$ cat config.mk
export PLATFORM = sky130hd
export DESIGN_NAME = tdoa_calc
export DESIGN_NICKNAME = d
export VERILOG_FILES = /design/src/rtl/tdoa_pkg.sv /design/src/rtl/lag_corr_bank.sv /design/src/rtl/tdoa_calc.sv
export SDC_FILE = /design/constraint.sdc
export NUM_CORES = 1
export LEC_CHECK = 0
export BUFFER_PORTS_ARGS = -buffer_cell sky130_fd_sc_hd__buf_2
export CORE_MARGIN = 4
export CORE_UTILIZATION = 35
export CTS_CLUSTER_DIAMETER = 40
export DETAILED_ROUTE_END_ITERATION = 6
export PLACE_DENSITY = 0.56
export SETUP_SLACK_MARGIN = 0.15
export SLEW_MARGIN = 0
export SYNTH_ARGS = -nofsm -noshare
export SYNTH_HDL_FRONTEND = slang
export SYNTH_SLANG_ARGS = --single-unit
export TNS_END_PERCENT = 100
$ cat constraint.sdc
create_clock -name SCK -period 7.8 [get_ports SCK]
set_input_delay 1.17 -clock SCK [delete_from_list [all_inputs] [get_ports SCK]]
set_output_delay 1.17 -clock SCK [all_outputs]
set_load 0.1 [all_outputs]
$ cat src/rtl/tdoa_pkg.sv
// Shared constants and types for the tdoa_calc time-difference-of-arrival estimator.
package tdoa_pkg;

    localparam int MAX_LAG   = 7;
    localparam int N_LAGS    = 2 * MAX_LAG + 1;
    localparam int TD_CENTER = MAX_LAG;

    typedef logic [3:0] td_t;

    typedef enum logic [1:0] {
        ACCUM,
        SEARCH,
        POST,
        TOGGLE
    } state_e;

endpackage

$ cat src/rtl/lag_corr_bank.sv
// Sign delay lines and per-lag sign-coincidence accumulators for tdoa_calc.
// Accumulator k holds the count for lag k-MAX_LAG and is read back through rdIdx_i.
module lag_corr_bank
    import tdoa_pkg::*;
#(
    parameter int ACC_W = 9
)
(
    input  logic             clk_i,
    input  logic             rst_i,
    input  logic             valid_i,
    input  logic             sign0_i,
    input  logic             sign1_i,
    input  logic             clear_i,
    input  logic             accEn_i,
    input  td_t              rdIdx_i,
    output logic [ACC_W-1:0] rdData_o
);

    // Tap i holds the sign from i+1 samples ago; both lines meet at the centre tap.
    logic [N_LAGS-1:0] line0_q;
    logic [N_LAGS-1:0] line1_q;
    logic [N_LAGS-1:0] coincide;
    logic [ACC_W-1:0]  acc_q [N_LAGS];

    always_comb begin
        coincide = '0;
        for (int k = 0; k < N_LAGS; k++) begin
            if (k < TD_CENTER) begin
                coincide[k] = ~(line0_q[MAX_LAG] ^ line1_q[2*MAX_LAG-k]);
            end else begin
                coincide[k] = ~(line1_q[MAX_LAG] ^ line0_q[k]);
            end
        end
    end

    always_ff @(posedge clk_i or posedge rst_i) begin
        if (rst_i) begin
            line0_q <= '0;
            line1_q <= '0;
            for (int k = 0; k < N_LAGS; k++) begin
                acc_q[k] <= '0;
            end
        end else begin
            if (valid_i) begin
                line0_q <= {line0_q[N_LAGS-2:0], sign0_i};
                line1_q <= {line1_q[N_LAGS-2:0], sign1_i};
            end
            for (int k = 0; k < N_LAGS; k++) begin
                if (clear_i) begin
                    acc_q[k] <= '0;
                end else if (accEn_i && coincide[k]) begin
                    acc_q[k] <= acc_q[k] + ACC_W'(1);
                end
            end
        end
    end

    assign rdData_o = (rdIdx_i < td_t'(N_LAGS)) ? acc_q[rdIdx_i] : '0;

endmodule

$ cat src/rtl/tdoa_calc.sv
// Sign-coincidence TDOA estimator for one microphone pair; posts TD/THRES and toggles CALC_FREE per frame.
// Optional macro TDOA_QUIET_GATE_EN forces TD to the zero-lag code when the frame had no loud sample.
module tdoa_calc
    import tdoa_pkg::*;
#(
    parameter int SAMPLE_W = 16,
    parameter int N_LOG2   = 8,
    parameter int THRESH   = 2048
)
(
    input  logic                       SCK,
    input  logic                       RST,
    input  logic signed [SAMPLE_W-1:0] S0,
    input  logic signed [SAMPLE_W-1:0] S1,
    input  logic                       VALID,
    output td_t                        TD,
    output logic                       THRES,
    output logic                       CALC_FREE
);

    localparam int                  ACC_W    = N_LOG2 + 1;
    localparam logic [SAMPLE_W-2:0] THRESH_V = (SAMPLE_W-1)'(THRESH);

    // The most negative sample has no positive twin, so it saturates to all-ones.
    function automatic logic [SAMPLE_W-2:0] magSat(input logic [SAMPLE_W-1:0] x);
        logic [SAMPLE_W-2:0] lo;
        lo = x[SAMPLE_W-2:0];
        if (!x[SAMPLE_W-1]) return lo;
        if (lo == '0) return '1;
        return ~lo + (SAMPLE_W-1)'(1);
    endfunction

    state_e            state_q;
    logic [N_LOG2-1:0] frameCnt_q;
    logic              peak_q;
    td_t               idx_q;
    logic [ACC_W-1:0]  best_q;
    td_t               bestIdx_q;
    logic [ACC_W-1:0]  rdData;
    logic              accept;
    logic              loud;

    assign accept = VALID && (state_q == ACCUM);
    assign loud   = (magSat(S0) >= THRESH_V) || (magSat(S1) >= THRESH_V);

    lag_corr_bank #(
        .ACC_W (ACC_W)
    ) u_bank (
        .clk_i    (SCK),
        .rst_i    (RST),
        .valid_i  (VALID),
        .sign0_i  (S0[SAMPLE_W-1]),
        .sign1_i  (S1[SAMPLE_W-1]),
        .clear_i  (state_q == TOGGLE),
        .accEn_i  (accept),
        .rdIdx_i  (idx_q),
        .rdData_o (rdData)
    );

    always_ff @(posedge SCK or posedge RST) begin
        if (RST) begin
            state_q    <= ACCUM;
            frameCnt_q <= '0;
            peak_q     <= 1'b0;
            idx_q      <= '0;
            best_q     <= '0;
            bestIdx_q  <= '0;
            TD         <= '0;
            THRES      <= 1'b0;
            CALC_FREE  <= 1'b1;
        end else begin
            case (state_q)
                ACCUM: begin
                    if (VALID) begin
                        frameCnt_q <= frameCnt_q + N_LOG2'(1);
                        if (loud) peak_q <= 1'b1;
                        if (frameCnt_q == '1) begin
                            state_q   <= SEARCH;
                            idx_q     <= '0;
                            best_q    <= '0;
                            bestIdx_q <= '0;
                        end
                    end
                end
                // Strictly-greater replacement keeps the lowest TD on ties.
                SEARCH: begin
                    if (rdData > best_q) begin
                        best_q    <= rdData;
                        bestIdx_q <= idx_q;
                    end
                    idx_q <= idx_q + td_t'(1);
                    if (idx_q == td_t'(N_LAGS - 1)) state_q <= POST;
                end
                POST: begin
`ifdef TDOA_QUIET_GATE_EN
                    TD <= peak_q ? bestIdx_q : td_t'(TD_CENTER);
`else
                    TD <= bestIdx_q;
`endif
                    THRES   <= peak_q;
                    state_q <= TOGGLE;
                end
                TOGGLE: begin
                    CALC_FREE  <= ~CALC_FREE;
                    frameCnt_q <= '0;
                    peak_q     <= 1'b0;
                    state_q    <= ACCUM;
                end
                default: state_q <= ACCUM;
            endcase
        end
    end

endmodule

; After elaboration in Yosys (flattened, before gate mapping)
; Index checks and enable logic that the tools add are counted.
[word_totals]
ff_bits = 199
in_bits = 35
word_cells = 200
[op_classes]
add_sub_neg = 19
magnitude_cmp = 5
eq_ne = 10
muxes = 64
bitwise_logic = 34
reduce_logical = 42
[ops]
columns = operator, count
row1 = $mux 9, 36
row2 = $add 9x1->9 const B, 15
row3 = $mux 15, 8
row4 = $bmux 9 s4, 1
row5 = $reduce_bool 2->1, 17
row6 = $add 15x1->15 const B, 2
row7 = $ge 15x12->1 const B, 2
row8 = $logic_not 15->1, 2
row9 = $not 15->15, 2
row10 = $pmux 9 s2, 1
row11 = $logic_and 1x1->1, 16
row12 = $not 1->1, 16
row13 = $pmux 4 s2, 2
row14 = $pmux 8 s2, 1
row15 = $xor 1x1->1, 15
row16 = $mux 4, 3
row17 = $gt 9x9->1, 1
row18 = $reduce_and 3->1, 3
row19 = $add 8x1->8 const B, 1
row20 = $eq 8x8->1 const B, 1
row21 = $mux 8, 1
row22 = $ne 2x2->1 const B, 4
row23 = $pmux 2 s4, 1
row24 = $mux 1, 6
row25 = other kinds (14), 17

; Logic depth before layout (Yosys ltp)
; Gate-level depths: netlist of the first run.
[logic_depth]
depth_word = 10
depth_mapped = 16
mapped_depth_nobuf = 12

; By module
; Synthesis of the first run repeated with hierarchy kept, for this count alone.
[hier_totals]
hier_cells = 1129
area_unflattened_um2 = 11374.7
[by_module_without_submodules]
columns = mod, n_inst, cells_each, area_each_um2, seq_area_each_um2
row1 = lag_corr_bank, 1, 894, 9247.6, 4129.0
row2 = tdoa_calc, 1, 235, 2127.0, 852.1

; Worst setup path after synthesis of the first run
; No wires, ideal clock.
[synth_timing]
kind = register to register
from = reg idx_q[0]
to = reg best_q[1]
arrival_ns = 3.042
slack_ns = 4.633
path_stages_with_launch = 16
path_cell_list = dfrtp_1 > buf_2 > buf_4 > buf_2 > mux4_2 > nand2_1 > and3_1 > a31oi_1 > ha_1 > and3_1 > nand3_1 > a21oi_1 > nor3_1 > a211oi_2 > buf_6 > mux2_2
[synth_via]
elab_chain_len = 8
elab_cells_between_ends = 11
cone_classes = order compare (2) / eq/ne (1) / mux (6) / bitwise (1) / reduce/logical (1)
[synth_rtl]
columns = item, line_no
row1 = from (decl), tdoa_calc.sv:36  ; td_t idx_q;
row2 = from (signal assigned), tdoa_calc.sv:91  ; idx_q <= idx_q + td_t'(1);
row3 = $not 4->5 (not written as such), lag_corr_bank.sv:59  ; assign rdData_o = (rdIdx_i < td_t'(N_LAGS)) ? acc_q[rdIdx_i] : '0;
row4 = $bmux 9 s4, lag_corr_bank.sv:59
row5 = $mux 9 (not written as such) (2 in series), lag_corr_bank.sv:59
row6 = $mux 9 *, lag_corr_bank.sv:59
row7 = $gt 9x9->1, tdoa_calc.sv:87  ; if (rdData > best_q) begin
row8 = $ne 2x2->1 (no line), --
row9 = $reduce_and 4->1 (no line), --
row10 = to (signal assigned), tdoa_calc.sv:88  ; best_q <= rdData;
row11 = to (decl), tdoa_calc.sv:37  ; logic [ACC_W-1:0] best_q;
; Every way passes the cells marked *; elsewhere a longest branch is shown, timed or not. The select of a mux whose other input is x is not followed.
; A chain may end at the register's enable or synchronous reset.

; Worst setup path after layout of the first run
; Same ends and word-level chain as after synthesis.

==> results of run 1 <==
==> per-stage QoR <==
stage / hold WS [ns] / setup slack [ns] / utilization [%] / std cells
global placement: 0.485 / 3.53 / 37.3 / 1456
CTS: 0.503 / 3.44 / 39.3 / 1487
global route: 0.509 / 3.01 / 39.3 / 1487
floorplan: 0.475 / 1.21 / - / 1060
detailed placement: 0.489 / 3.48 / 37.3 / 1456
finish: 0.502 / 3.46 / 39.3 / 1487
==> cells in the final DEF (no fill, tap or decap), types with 33 or more instances in the layout <==
| master | instances |
|---|---|
| nand4_1 | 33 |
| buf_2 | 40 |
| inv_1 | 33 |
| dfrtp_1 | 196 |
| nand3_1 | 42 |
| a21oi_1 | 42 |
| nand2_1 | 107 |
| nor2_1 | 113 |
| o21ai_0 | 56 |
| xor2_1 | 80 |
| mux2_2 | 45 |
==> worst paths after layout <==
check | from | to | depth (start not counted)
max | idx_q[0] | best_q[1] | 11
min | TD[2] | TD[2] | 1
max reg2reg | idx_q[0] | best_q[1] | 11
min reg2reg | TD[2] | TD[2] | 1
max in group asynchronous | RST | idx_q[1] | 3
min in group asynchronous | RST | u_bank.acc_q[25] | 2
==> per-layer routing <==
layer  part of all wire (%)  vias to the layer above
met5                      0                        -
met4                    1.3                        0
met3                    2.6                       23
met2                     47                      103
met1                     49                     3796
li1                       -                     3751
==> cells in the mapped netlist (all sizes together) (4+ instances only) <==
| library cell | n | area share [%] |
|---|---|---|
| nand4 | 33 | 1.9 |
| clkbuf | 28 | 0.97 |
| dfrtp | 198 | 46 |
| mux2i | 25 | 2.3 |
| and3 | 24 | 1.4 |
| o21ai | 58 | 2.7 |
| nor2b | 8 | 0.46 |
| nand2 | 108 | 3.8 |
| xnor2 | 32 | 2.6 |
| nor3 | 13 | 0.64 |
| a21oi | 42 | 1.9 |
| a31oi | 10 | 0.58 |
| and2 | 13 | 0.75 |
| mux2 | 46 | 4.8 |
| nor4b | 4 | 0.32 |
| inv | 34 | 1.2 |
| buf | 15 | 0.82 |
| nand3 | 42 | 1.9 |
| xor2 | 80 | 6.4 |
| nor4 | 8 | 0.85 |
| nor2 | 123 | 4.6 |
| or3 | 27 | 1.6 |
| ha | 33 | 3.8 |
| mux4 | 27 | 5.6 |
==> layout make-up <==
| type | instances | area [um2] |
|---|---|---|
| clock buffer | 21 | 470 |
| clock inverter | 10 | 120 |
| fill | 3023 | 18600 |
| inverter | 34 | 135 |
| multi-input combinational | 784 | 5580 |
| sequential | 199 | 4980 |
| tap | 396 | 495 |
| timing repair buffer | 43 | 223 |
==> cells by family (layout without fill, tap and decap cells) <==
group	after synthesis	in the layout	share of synthesized area, %
buffers and inverters	77	108	2.96
multiplexers	98	98	12.7
adder cells (fa/ha/maj)	33	33	3.80
flip-flops	199	199	45.8
AND/OR/NAND/NOR	412	412	18.9
AO/OA/AOI/OAI	129	129	6.82
XOR/XNOR	112	112	9.02
==> power by group <==
group | total [uW] | switching [uW] | leakage, uW | internal [uW]
registers | 1680 | 373 | 0.00255 | 1310
logic | 1050 | 548 | 0.00237 | 503
clock network | 899 | 400 | 0.000286 | 499
total | 3630 | 1320 | 0.00520 | 2310
==> flip-flops by register name, indices dropped and copies added (netlist names), 4 cells and up <==
name,count
best_q,9
idx_q,4
TD,4
frameCnt_q,8
u_bank.acc_q,135
u_bank.line0_q,15
bestIdx_q,4
u_bank.line1_q,15
==> flow_metrics.py, run 1 <==
metrics = {
    "yosys": {
        "synth_warnings": 0,
        "yosys_most_used_dff": "dfrtp_1",
        "synthArstFlopShare_pct": 100,
        "ys_seq_area_share_pct": 45.8,
        "synth_area_per_cell_um2": 10.3,
        "netlist_instances": 1060,
        "syn-num-nets": 1128,
        "syn-cell-area_mm2": 0.0109,
        "ys_types": 55,
        "ys_ff_latch": 199,
        "synth_edf_count": 0,
    },
    "power": {
        "p_leak_uw": 0.00520,
        "power_uw": 3630,
        "powerDensity_mw_per_mm2": 303,
        "peakVddDrop_mv": 0.121,
    },
    "drt": {
        "wl_um": 23900,
        "post_drt_wl_per_cell_um": 16.1,
        "ant_nets": 0,
        "remaining_drc_errors": 0,
        "drt-initial-drc-count": 501,
        "vias": 7673,
        "vias_per_cell": 5.16,
        "drt-pass1-iter-count": 5,
    },
    "cts": {
        "htreeDepth": 4,
        "postCtsSetupBuffers": 0,
        "cts_buffer_depth": 2,
        "cts_resized": 0,
        "postCtsHoldBufs": 0,
        "clkTransAtPathRegs_ns": 0.07,
        "numCtsBuffers": 17,
        "cts.sinks": 199,
        "clock_latency_ns": 0.43,
        "cts_tree": "done",
        "cts_root_buffer": "clkbuf_16",
    },
    "run": {
        "drv_cap": 0,
    },
    "placed_design": {
        "dp_hpwl_um": 16500,
        "gp_congestion": 0.865,
        "place_area_mm2": 0.0114,
        "port_buffers": 40,
    },
    "grt": {
        "overflow": 0,
        "top_usage_layer": "met2",
        "grt_antenna_before_repair": 0,
        "grtUsageMet1_pct": 21.0,
        "grt_use_met3_pct": 2.19,
        "met2_usage_pct": 23.3,
        "track_usage_pct": 14.6,
        "grt_max_degree": 134,
        "grt_pass1_vias": 7514,
        "grt_pass1_wl_um": 40100,
    },
    "sta": {
        "skew_ns": 0.0111,
        "worst_pin_slew_ns": 1.29,
        "rsz0062_at_grt": "no",
        "fmax_mhz": 230,
        "final-max-slew-violation-count": 0,
        "setup_tns_ns": 0,
        "fin_crit_ns": 4.34,
        "post-route-period-util_pct": 55.7,
        "relSlewSlack_pct": 13.8,
        "setup_viol": 0,
        "final_hold_viol_count": 0,
    },
    "worst_setup_path": {
        "worst_path_largest_cell_delay_ns": 1.05,
        "cp_max_fo": 42,
        "crit_arrival_ns": 4.66,
        "critPathLaunchType": "register",
        "slowest_stage": "a211oi_2",
        "path_delay_family": "compound AO/OA/AOI/OAI gates",
        "required_ns": 8.11,
        "cp_num_buf_inv": 0,
        "reg2reg_slack_ns": 3.46,
        "path_cells": "nor2b_1 > nand2_1 > o21ai_0 > nand2_1 > a31oi_1 > ha_1 > and3_1 > nand3_1 > o22ai_1 > a211oi_2 > mux2_2",
        "cp-end-kind": "register",
        "crit_type": "reg -> reg",
        "crit_top_cell": "nand2_1",
    },
    "final_layout": {
        "nNetsFinal": 1147,
        "area_delta_synth_final_pct": 10.5,
        "stdcell_area_mm2": 0.0120,
        "n_antenna_cell": 0,
        "final_layout_size_suffix_gt1_share_pct": 16.2,
    },
    "floorplanning": {
        "dieArea_mm2": 0.0340,
        "start_util_pct": 35.5,
        "die_width_um": 184,
        "die_height_um": 184,
        "core_mm2": 0.0306,
        "io_pins": 41,
        "rows": 64,
    },
    "hold_path": {
        "hp-class": "reg -> reg",
    },
    "status": {
        "outcome": "complete, no violations",
    },
}
(Power assumes the default switching activity.)
==> run 2: changes to the inputs <==
--- a/config.mk
+++ b/config.mk
@@ -5,12 +5,13 @@
 export SDC_FILE = /design/constraint.sdc
 export NUM_CORES = 1
 export LEC_CHECK = 0
+export ABC_AREA = 1
 export BUFFER_PORTS_ARGS = -buffer_cell sky130_fd_sc_hd__buf_2
 export CORE_MARGIN = 4
 export CORE_UTILIZATION = 35
 export CTS_CLUSTER_DIAMETER = 40
 export DETAILED_ROUTE_END_ITERATION = 6
-export PLACE_DENSITY = 0.56
+export PLACE_DENSITY = 0.58
 export SETUP_SLACK_MARGIN = 0.15
 export SLEW_MARGIN = 0
 export SYNTH_ARGS = -nofsm -noshare
==> constraint.sdc (replaced) <==
create_clock -name SCK -period 3.58 [get_ports SCK]
set_input_delay 0.537 -clock SCK [delete_from_list [all_inputs] [get_ports SCK]]
set_output_delay 0.537 -clock SCK [all_outputs]
set_load 0.1 [all_outputs]
==> run 2 against run 1 <==
  * Worst setup slack lost 3.0 ns
  * Critical path depth grew 4
  * Cell count grew 28%
  * Sequential share of layout area shrank 1.7 points
  * Global-route usage grew 1.8 points
  * First-iteration DRC count grew 36%
  * Worst hold slack lost 0.43 ns
  * Die area grew 3.4%
  * Highest routed layer unchanged
==> flow_metrics.py, run 2 <==
metrics = {
    "cts": {
        "clock_latency_ns": 0.44,
        "clkTransAtPathRegs_ns": 0.08,
        "cts_root_buffer": "clkbuf_16",
        "cts_tree": "done",
        "numCtsBuffers": 17,
        "cts_buffer_depth": 2,
        "htreeDepth": 4,
        "postCtsSetupBuffers": 0,
        "cts.sinks": 199,
    },
    "worst_setup_path": {
        "cp_max_fo": 38,
        "cp-end-kind": "register",
        "crit_arrival_ns": 3.48,
        "rr_worst_depth": 15,
        "crit_type": "reg -> reg",
        "r2r_end": "best_q[6]",
        "critPathLaunchType": "register",
        "reg2reg_slack_ns": 0.43,
        "r2r-start": "idx_q[0]",
        "required_ns": 3.91,
    },
    "grt": {
        "grt_pass1_wl_um": 47400,
        "grt_pass1_vias": 9112,
        "track_usage_pct": 16.4,
        "grt_max_degree": 89,
        "grt_antenna_before_repair": 0,
        "overflow": 0,
    },
    "run": {
        "drv_cap": 0,
    },
    "drt": {
        "vias": 9829,
        "ant_nets": 0,
        "drt-pass1-iter-count": 5,
        "wl_um": 28900,
        "drt-initial-drc-count": 682,
        "vias_per_cell": 5.15,
        "remaining_drc_errors": 0,
        "post_drt_wl_per_cell_um": 15.1,
    },
    "yosys": {
        "synth_area_per_cell_um2": 7.68,
        "yosys_most_used_dff": "dfrtp_1",
        "netlist_instances": 1466,
        "synthTopCellsByCount": "nand2_1, dfrtp_1, inv_1",
        "synthArstFlopShare_pct": 100,
        "synth_top_cell_by_area": "dfrtp_1",
        "synth_warnings": 0,
        "yosysTopAreaCellShare_pct": 44.0,
        "ys_seq_area_share_pct": 44.3,
        "syn-cell-area_mm2": 0.0113,
        "synth_area_leaders": "dfrtp_1, nand2_1, inv_1, a21oi_1, o21ai_0",
        "synth_most_common_cell": "nand2_1",
        "synth_edf_count": 0,
        "ys_types": 50,
        "syn-num-nets": 1534,
        "ys_ff_latch": 199,
    },
    "final_layout": {
        "final_cell_mix": "nand2_1, dfrtp_1, inv_1",
        "largest_reg_flops": 135,
        "n_antenna_cell": 0,
        "area_delta_synth_final_pct": 11.1,
        "fin_util_pct": 39.5,
        "final_common_cell": "nand2_1",
        "final_layout_size_suffix_gt1_share_pct": 9.43,
        "reg.largest.list": "u_bank.acc_q x135, u_bank.line0_q x15, u_bank.line1_q x15",
        "layout.cells.non_filler": 1908,
        "nNetsFinal": 1561,
        "largest_register": "u_bank.acc_q",
    },
    "sta": {
        "post-route-period-util_pct": 88.0,
        "fin_crit_ns": 3.15,
        "skew_ns": 0.0130,
        "setup_viol": 0,
        "relSlewSlack_pct": 46.5,
        "setup_tns_ns": 0,
        "rsz0062_at_grt": "no",
        "worst_pin_slew_ns": 0.802,
        "fmax_mhz": 317,
        "final-max-slew-violation-count": 0,
        "final_hold_viol_count": 0,
    },
    "power": {
        "peakVddDrop_mv": 0.325,
        "p_leak_uw": 0.00574,
        "powerDensity_mw_per_mm2": 566,
    },
    "floorplanning": {
        "die_width_um": 187,
        "rows": 65,
        "start_util_pct": 35.6,
        "io_pins": 41,
        "die_height_um": 187,
        "dieArea_mm2": 0.0351,
        "core_mm2": 0.0316,
    },
    "status": {
        "outcome": "complete, no violations",
    },
    "placed_design": {
        "place_inst": 1876,
        "port_buffers": 40,
        "dp_hpwl_um": 21200,
        "gp_congestion": 0.913,
    },
    "hold_path": {
        "hp-class": "in -> async",
    },
}
run 2: cell types whose count changed after synthesis, sizes merged, moves of 18 or more:
| cell | before | now |
|---|---|---|
| o2111ai | 0 | 18 |
| inv | 34 | 195 |
| nand4 | 33 | 14 |
| mux4 | 27 | 0 |
| mux2 | 46 | 5 |
| o21ai | 58 | 143 |
| nor3 | 13 | 96 |
| a21oi | 42 | 132 |
| nand3 | 42 | 103 |
| xnor2 | 32 | 6 |
| mux2i | 25 | 0 |
| xor2 | 80 | 12 |
| or3 | 27 | 0 |
| nand2 | 108 | 293 |
run 2: worst max path at each step:
stage                        start         to  slack, ns  cells after the start
after detailed placement  idx_q[0]  best_q[0]       0.34                     16
after global placement    idx_q[0]  best_q[0]       0.39                     16
after CTS                 idx_q[0]  best_q[0]       0.33                     16
final                     idx_q[0]  best_q[6]       0.43                     15
after floorplan                RST      TD[0]       0.47                      1
after global routing      idx_q[0]  best_q[6]       0.16                     15
run 2: critical path, cell delays in order (launching register included):
cell and delay, ns:
dfrtp_1 0.39, buf_4 0.34, ha_1 0.24, inv_1 0.06, nor2_1 0.43, a31oi_1 0.18, ha_1 0.34, nand2_1 0.06
o21ai_0 0.15, a21oi_1 0.08, nand2_1 0.06, nand2_1 0.05, nand2_1 0.08, nand3_2 0.34, nand3_1 0.17, nand2_1 0.06
run 2: kinds of logic after synthesis:
family | share of synthesized area [%]
compound gates | 15.8
xor+xnor | 1.40
fa+ha+maj | 3.67
buf+inv | 8.60
flops | 44.3
mux | 0.500
simple gates | 25.8
run 2: power breakdown:
group	total [uW]	internal [uW]	leakage [uW]	switching, uW
sequential	3360	2800	0.00256	555
combinational	1730	630	0.00288	1100
clock	1990	1030	0.000297	954
run 2: per-layer routing:
layer	global-route usage (%)	vias up	wire, um
li1	-	4956	-
met4	4.89	0	649
met1	23.2	4658	13600
met2	26.3	174	13500
met5	0	-	0
met3	2.43	41	1080
run 2: per-stage QoR:
stage	instance area, um2	power (uW)	hold WS, ns	worst slack, ns
global placement	11900	5090	0.450	0.389
detailed placement	11900	5120	0.456	0.345
CTS	12500	7130	0.0585	0.334
finish	12500	7070	0.0669	0.430
floorplan	11300	4560	0.429	0.469
global route	12500	7590	0.0674	0.160
run 2: timing repair:
action,CTS,global route
hold buffers,0,0
resized for setup,0,1
setup endpoints to repair,0,13
run 2: final cells by class:
type                            instances  area [um2]
Fill cell                            3173       19100
Timing Repair Buffer                   58         360
Sequential cell                       199        4980
Multi-Input combinational cell       1020        5310
Tap cell                              402         503
Clock inverter                         13         148
Inverter                              197         746
Clock buffer                           19         453
